File: src/rtl/div_result_bcd.sv
// Converts a divider's quotient and remainder to packed BCD with a serial
// double-dabble engine shared between the two operands.

module dd_add3 (
  input  logic [3:0] d,
  output logic [3:0] y
);
  assign y = (d >= 4'd5) ? d + 4'd3 : d;
endmodule

module div_result_bcd #(
  parameter int N = 16,
  parameter int D = 5
) (
  input  logic           clock,
  input  logic           reset,
  input  logic [N-1:0]   q_in,
  input  logic [N-1:0]   r_in,
  input  logic           done_in,
  output logic [4*D-1:0] q_bcd,
  output logic [4*D-1:0] r_bcd,
  output logic           valid,
  output logic           busy,
  output logic           overrun
);
  localparam int CW = $clog2(N + 1);

  typedef enum logic [1:0] {IDLE, CONV_Q, CONV_R, DONE} state_t;

  state_t         state;
  logic [CW-1:0]  cnt;
  logic [4*D-1:0] scr, adj, scr_nxt;
  logic [N-1:0]   sh, sh_nxt, r_lat;
  logic           done_prev;
  logic           rise;

  assign rise = done_in & ~done_prev;

  for (genvar g = 0; g < D; g++) begin : g_dig
    dd_add3 u_add3 (.d(scr[4*g +: 4]), .y(adj[4*g +: 4]));
  end

  // adj's top bit falls off the shift; 10^D > 2^N-1 keeps it zero.
  assign scr_nxt = {adj[4*D-2:0], sh[N-1]};
  assign sh_nxt  = {sh[N-2:0], 1'b0};

  always_ff @(posedge clock) begin
    if (!reset) begin
      state     <= IDLE;
      cnt       <= '0;
      scr       <= '0;
      sh        <= '0;
      r_lat     <= '0;
      q_bcd     <= '0;
      r_bcd     <= '0;
      valid     <= 1'b0;
      busy      <= 1'b0;
      overrun   <= 1'b0;
      done_prev <= 1'b1;
    end else begin
      done_prev <= done_in;
      case (state)
        IDLE: if (rise) begin
          sh      <= q_in;
          r_lat   <= r_in;
          scr     <= '0;
          cnt     <= CW'(N);
          busy    <= 1'b1;
          overrun <= 1'b0;
          state   <= CONV_Q;
        end
        CONV_Q, CONV_R: begin
          if (rise) overrun <= 1'b1;
          assert (!adj[4*D-1]);
          scr <= scr_nxt;
          sh  <= sh_nxt;
          cnt <= cnt - 1'b1;
          if (cnt == CW'(1)) begin
            scr <= '0;
            if (state == CONV_Q) begin
              q_bcd <= scr_nxt;
              sh    <= r_lat;
              cnt   <= CW'(N);
              state <= CONV_R;
            end else begin
              r_bcd <= scr_nxt;
              cnt   <= '0;
              state <= DONE;
            end
          end
        end
        // Two cycles here: raise valid, then drop valid and busy together.
        DONE: begin
          if (rise) overrun <= 1'b1;
          if (!valid) valid <= 1'b1;
          else begin
            valid <= 1'b0;
            busy  <= 1'b0;
            state <= IDLE;
          end
        end
        default: state <= IDLE;
      endcase
    end
  end
endmodule

File: config.mk
export PLATFORM = sky130hd
export DESIGN_NAME = div_result_bcd
export DESIGN_NICKNAME = d
export VERILOG_FILES = /design/src/rtl/div_result_bcd.sv
export SDC_FILE = /design/constraint.sdc
export NUM_CORES = 1
export LEC_CHECK = 0
export ABC_CLOCK_PERIOD_IN_PS = 2600
export CORE_UTILIZATION = 57
export CTS_BUF_LIST = sky130_fd_sc_hd__clkbuf_4
export CTS_CLUSTER_SIZE = 40
export DETAILED_ROUTE_END_ITERATION = 12
export PLACE_DENSITY_LB_ADDON = 0.1
export SYNTH_ARGS = -nofsm -noshare
export SYNTH_HDL_FRONTEND = slang
export SYNTH_SLANG_ARGS = --single-unit
File: constraint.sdc
create_clock -name clock -period 2.6 [get_ports clock]
set_input_delay 0.39 -clock clock [delete_from_list [all_inputs] [get_ports clock]]
set_output_delay 0.39 -clock clock [all_outputs]
set_load 0.1 [all_outputs]
==> impl_metrics.env <==
export IMPL_status="finished, final reports clean"
export IMPL_slowest_delay_ns=0.51
export IMPL_hp_class="reg -> reg"
export IMPL_grt_pass1_vias=3540
export IMPL_synthAdderAreaFrac=0.04291
export IMPL_diodes=0
export IMPL_cts_tree="done"
export IMPL_drt_vias_per_instance=5.763
export IMPL_cp_common_cell="inv_1"
export IMPL_cts_sinks=103
export IMPL_r2r_end="sh[1]"
export IMPL_wl_per_cell_um=15.45
export IMPL_ant_nets=0
export IMPL_synth_mux_area_frac=0.01745
export IMPL_fin_nets=621
export IMPL_setup_viol=0
export IMPL_die_height_um=89.60
export IMPL_die_width_um=89.60
export IMPL_grt_max_degree=47
export IMPL_min_path_cells=2
export IMPL_place_congestion=0.7975
export IMPL_timing_fmax_mhz=458.9
export IMPL_die_area_um2=8028
export IMPL_critPathSlowestCell="nand3_1"
export IMPL_endpoint_kind="flip-flop"
export IMPL_synth_xor_area_share=0.01402
export IMPL_finalCritPeriodShare=0.8381
export IMPL_post_cts_buffers=0
export IMPL_min_from="r_lat[14]"
export IMPL_gr_usage_all_layers=0.2667
export IMPL_postSynthCellCount=500
export IMPL_final_setup_skew_ns=0.02009
export IMPL_remaining_drc_errors=0
export IMPL_hpwl_um=7169
export IMPL_htreeDepth=3
export IMPL_drt_initial_drc_count=254
export IMPL_ys_ff_latch=103
export IMPL_crit_arrival_ns=2.50
export IMPL_hold_viol=0
export IMPL_hold_buffers=0
export IMPL_root_buffer="clkbuf_4"
export IMPL_cts_resized=0
export IMPL_syn_area_per_cell_um2=8.748
export IMPL_rows=31
export IMPL_layout_commonest_cell="dfxtp_1"
export IMPL_crit_chain="inv_1, ha_1, inv_1, nand3_1, o221ai_1, a31oi_1"
export IMPL_initial_core_util=0.5967
export IMPL_grt_pass1_wl_um=16500
export IMPL_rr_worst_depth=6
export IMPL_relSlewSlack=0.5694
export IMPL_worstPathRequired_ns=2.92
export IMPL_rrSetupSlack_ns=0.42
export IMPL_ys_types=39
export IMPL_first_pass_iters=6
export IMPL_path_class="reg -> reg"
export IMPL_n_fill_cell=574
export IMPL_ioPinCount=78
export IMPL_whs_ns=0.4677
export IMPL_finalMaxSlewViolations=0
export IMPL_final_setup_tns_ns=0
export IMPL_synth_area_um2=4374
export IMPL_drive_above_1_share=0.1597
export IMPL_numCtsBuffers=9
export IMPL_wl_um=10430
export IMPL_vias=3890
export IMPL_cap_viol_max_count=0
export IMPL_synth_top_family_by_area="compound AO/OA/AOI/OAI gates"
export IMPL_min_delay_worst_endpoint="r_lat[14]"
export IMPL_antenna_found_initial=0
export IMPL_seq_area_frac_synth=0.4714
export IMPL_startpoint_type="flip-flop"
export IMPL_synthToLayoutAreaGrowth_pct=21.37
export IMPL_leakage_nw=1.890
export IMPL_powerDensity_nw_per_um2=612.3
export IMPL_clkLatencyLatePin_ns=0.44
export IMPL_clk_pin_slew_ns=0.14
export IMPL_final_cell_mix="dfxtp_1, nand2_1, buf_4"
export IMPL_port_buffer_count=77
export IMPL_rsz0062_at_grt="no"
export IMPL_grt_ovfl_total=0
export IMPL_worstMarginPinSlew_ns=0.6441
export IMPL_cts_buffer_depth=2
export IMPL_worstPathMaxFanout=15
export IMPL_synthesis_nets=550
export IMPL_ir_worst_vdd_mv=0.3461
export IMPL_synth_compound_area_share=0.2285
export IMPL_core_um2=7331
export IMPL_synth_simple_area_share=0.1762
export IMPL_r2r_start="state[1]"
export IMPL_min_period_ns=2.179
export IMPL_ys_warn_count=0
-- through the flow --
stage          cells    util  worst slack (ns)  instance area [µm²]  power [mW]
2_1_floorplan    500       -            0.7397                 4374       2.153
3_3_place_gp     659  0.7015            0.4787                 5142       2.311
3_5_place_dp     659  0.7015            0.3690                 5142       2.335
4_1_cts          675  0.7242            0.4204                 5309       3.260
5_1_grt          675  0.7242            0.2054                 5309       3.392
6_report         675  0.7242            0.4211                 5309       3.251
-- where the power goes --
part / switching, mW / internal, mW / leakage, nW / total, mW
sequential: 0.0560 / 1.66 / 0.834 / 1.72
clock: 0.534 / 0.409 / 0.0914 / 0.942
combinational: 0.372 / 0.220 / 0.965 / 0.592
-- kinds of logic (layout without fill, tap and decap cells) --
logic type                 after synthesis  in the layout
muxes                                    7              7
DFF                                    103            103
adders and majority gates               15             15
and+or+nand+nor                        169            169
xor gates and xnor gates                 7              7
buffers and inverters                   50            126
AOI/OAI and AO/OA                      149            149
-- synth_stat cells, drive strengths merged --
cell / instances / area, µm²
a222oi: 1 / 10.01
o211ai: 1 / 7.510
clkinv: 1 / 3.750
nor4b: 1 / 15.01
or4b: 1 / 13.76
nor2b: 1 / 6.260
a2bb2oi: 6 / 52.55
xor2: 1 / 8.760
nor3: 1 / 5.000
xnor2: 6 / 52.55
and2: 5 / 31.28
a211oi: 21 / 207.7
nor2: 39 / 148.9
o221ai: 15 / 131.4
inv: 19 / 71.32
clkbuf: 15 / 56.30
mux2i: 2 / 20.02
dfxtp: 103 / 2062
o32ai: 5 / 43.79
a22oi: 4 / 30.03
nand2b: 8 / 50.05
o21a: 1 / 7.510
o21ai: 30 / 150.1
ha: 15 / 187.7
nand2: 83 / 319.1
a21oi: 38 / 190.2
o22ai: 10 / 62.56
a31oi: 17 / 106.4
nand3b: 2 / 15.01
nand3: 18 / 90.09
and3b: 1 / 8.760
buf: 15 / 85.09
nor3b: 9 / 67.56
mux2: 5 / 56.30
-- worst max-delay path, delay by kind of cell (launching register included) --
family                     cells  cell delay, ns
and+or+nand+nor                1            0.51
AOI/OAI and AO/OA              2            0.45
DFF                            1            0.41
adders and majority gates      1            0.40
buffers and inverters          2            0.31
-- worst max-delay path by stage --
stage / start / endpoint / slack, ns / depth (start not counted)
6_report: state[1] / sh[1] / 0.42 / 6
5_1_grt: cnt[0] / q_bcd[1] / 0.21 / 6
4_1_cts: cnt[0] / q_bcd[18] / 0.42 / 6
3_5_place_dp: done_in / sh[8] / 0.37 / 5
3_3_place_gp: done_in / sh[13] / 0.48 / 5
2_1_floorplan: valid / state[0] / 0.74 / 4
-- state kept, by name (all words and copies together), names as in the netlist --
signal	cells
q_bcd	20
done_prev	1
overrun	1
state	2
sh	16
busy	1
valid	1
scr	20
cnt	5
r_bcd	20
r_lat	16
-- layout make-up --
cell class | instances | area (µm²) | share of cell area
flip-flops and latches | 103 | 2062 | 0.3884
clock inverters | 6 | 91.34 | 0.01720
repair buffers | 90 | 785.8 | 0.1480
inverters | 20 | 75.07 | 0.01414
well taps | 99 | 123.9 | 0.02333
clock buffers | 10 | 75.07 | 0.01414
multi-input cells | 347 | 2096 | 0.3948
-- per-layer routing --
| layer | vias to the layer above | GRT usage | routed length (µm) |
|---|---|---|---|
| met5 | - | 0 | 0 |
| met4 | 0 | 0.09812 | 146 |
| met3 | 16 | 0.04022 | 603 |
| met2 | 130 | 0.4304 | 4900 |
| met1 | 1832 | 0.3637 | 4777 |
| li1 | 1912 | - | - |
Power figures use the tool's default switching activity.
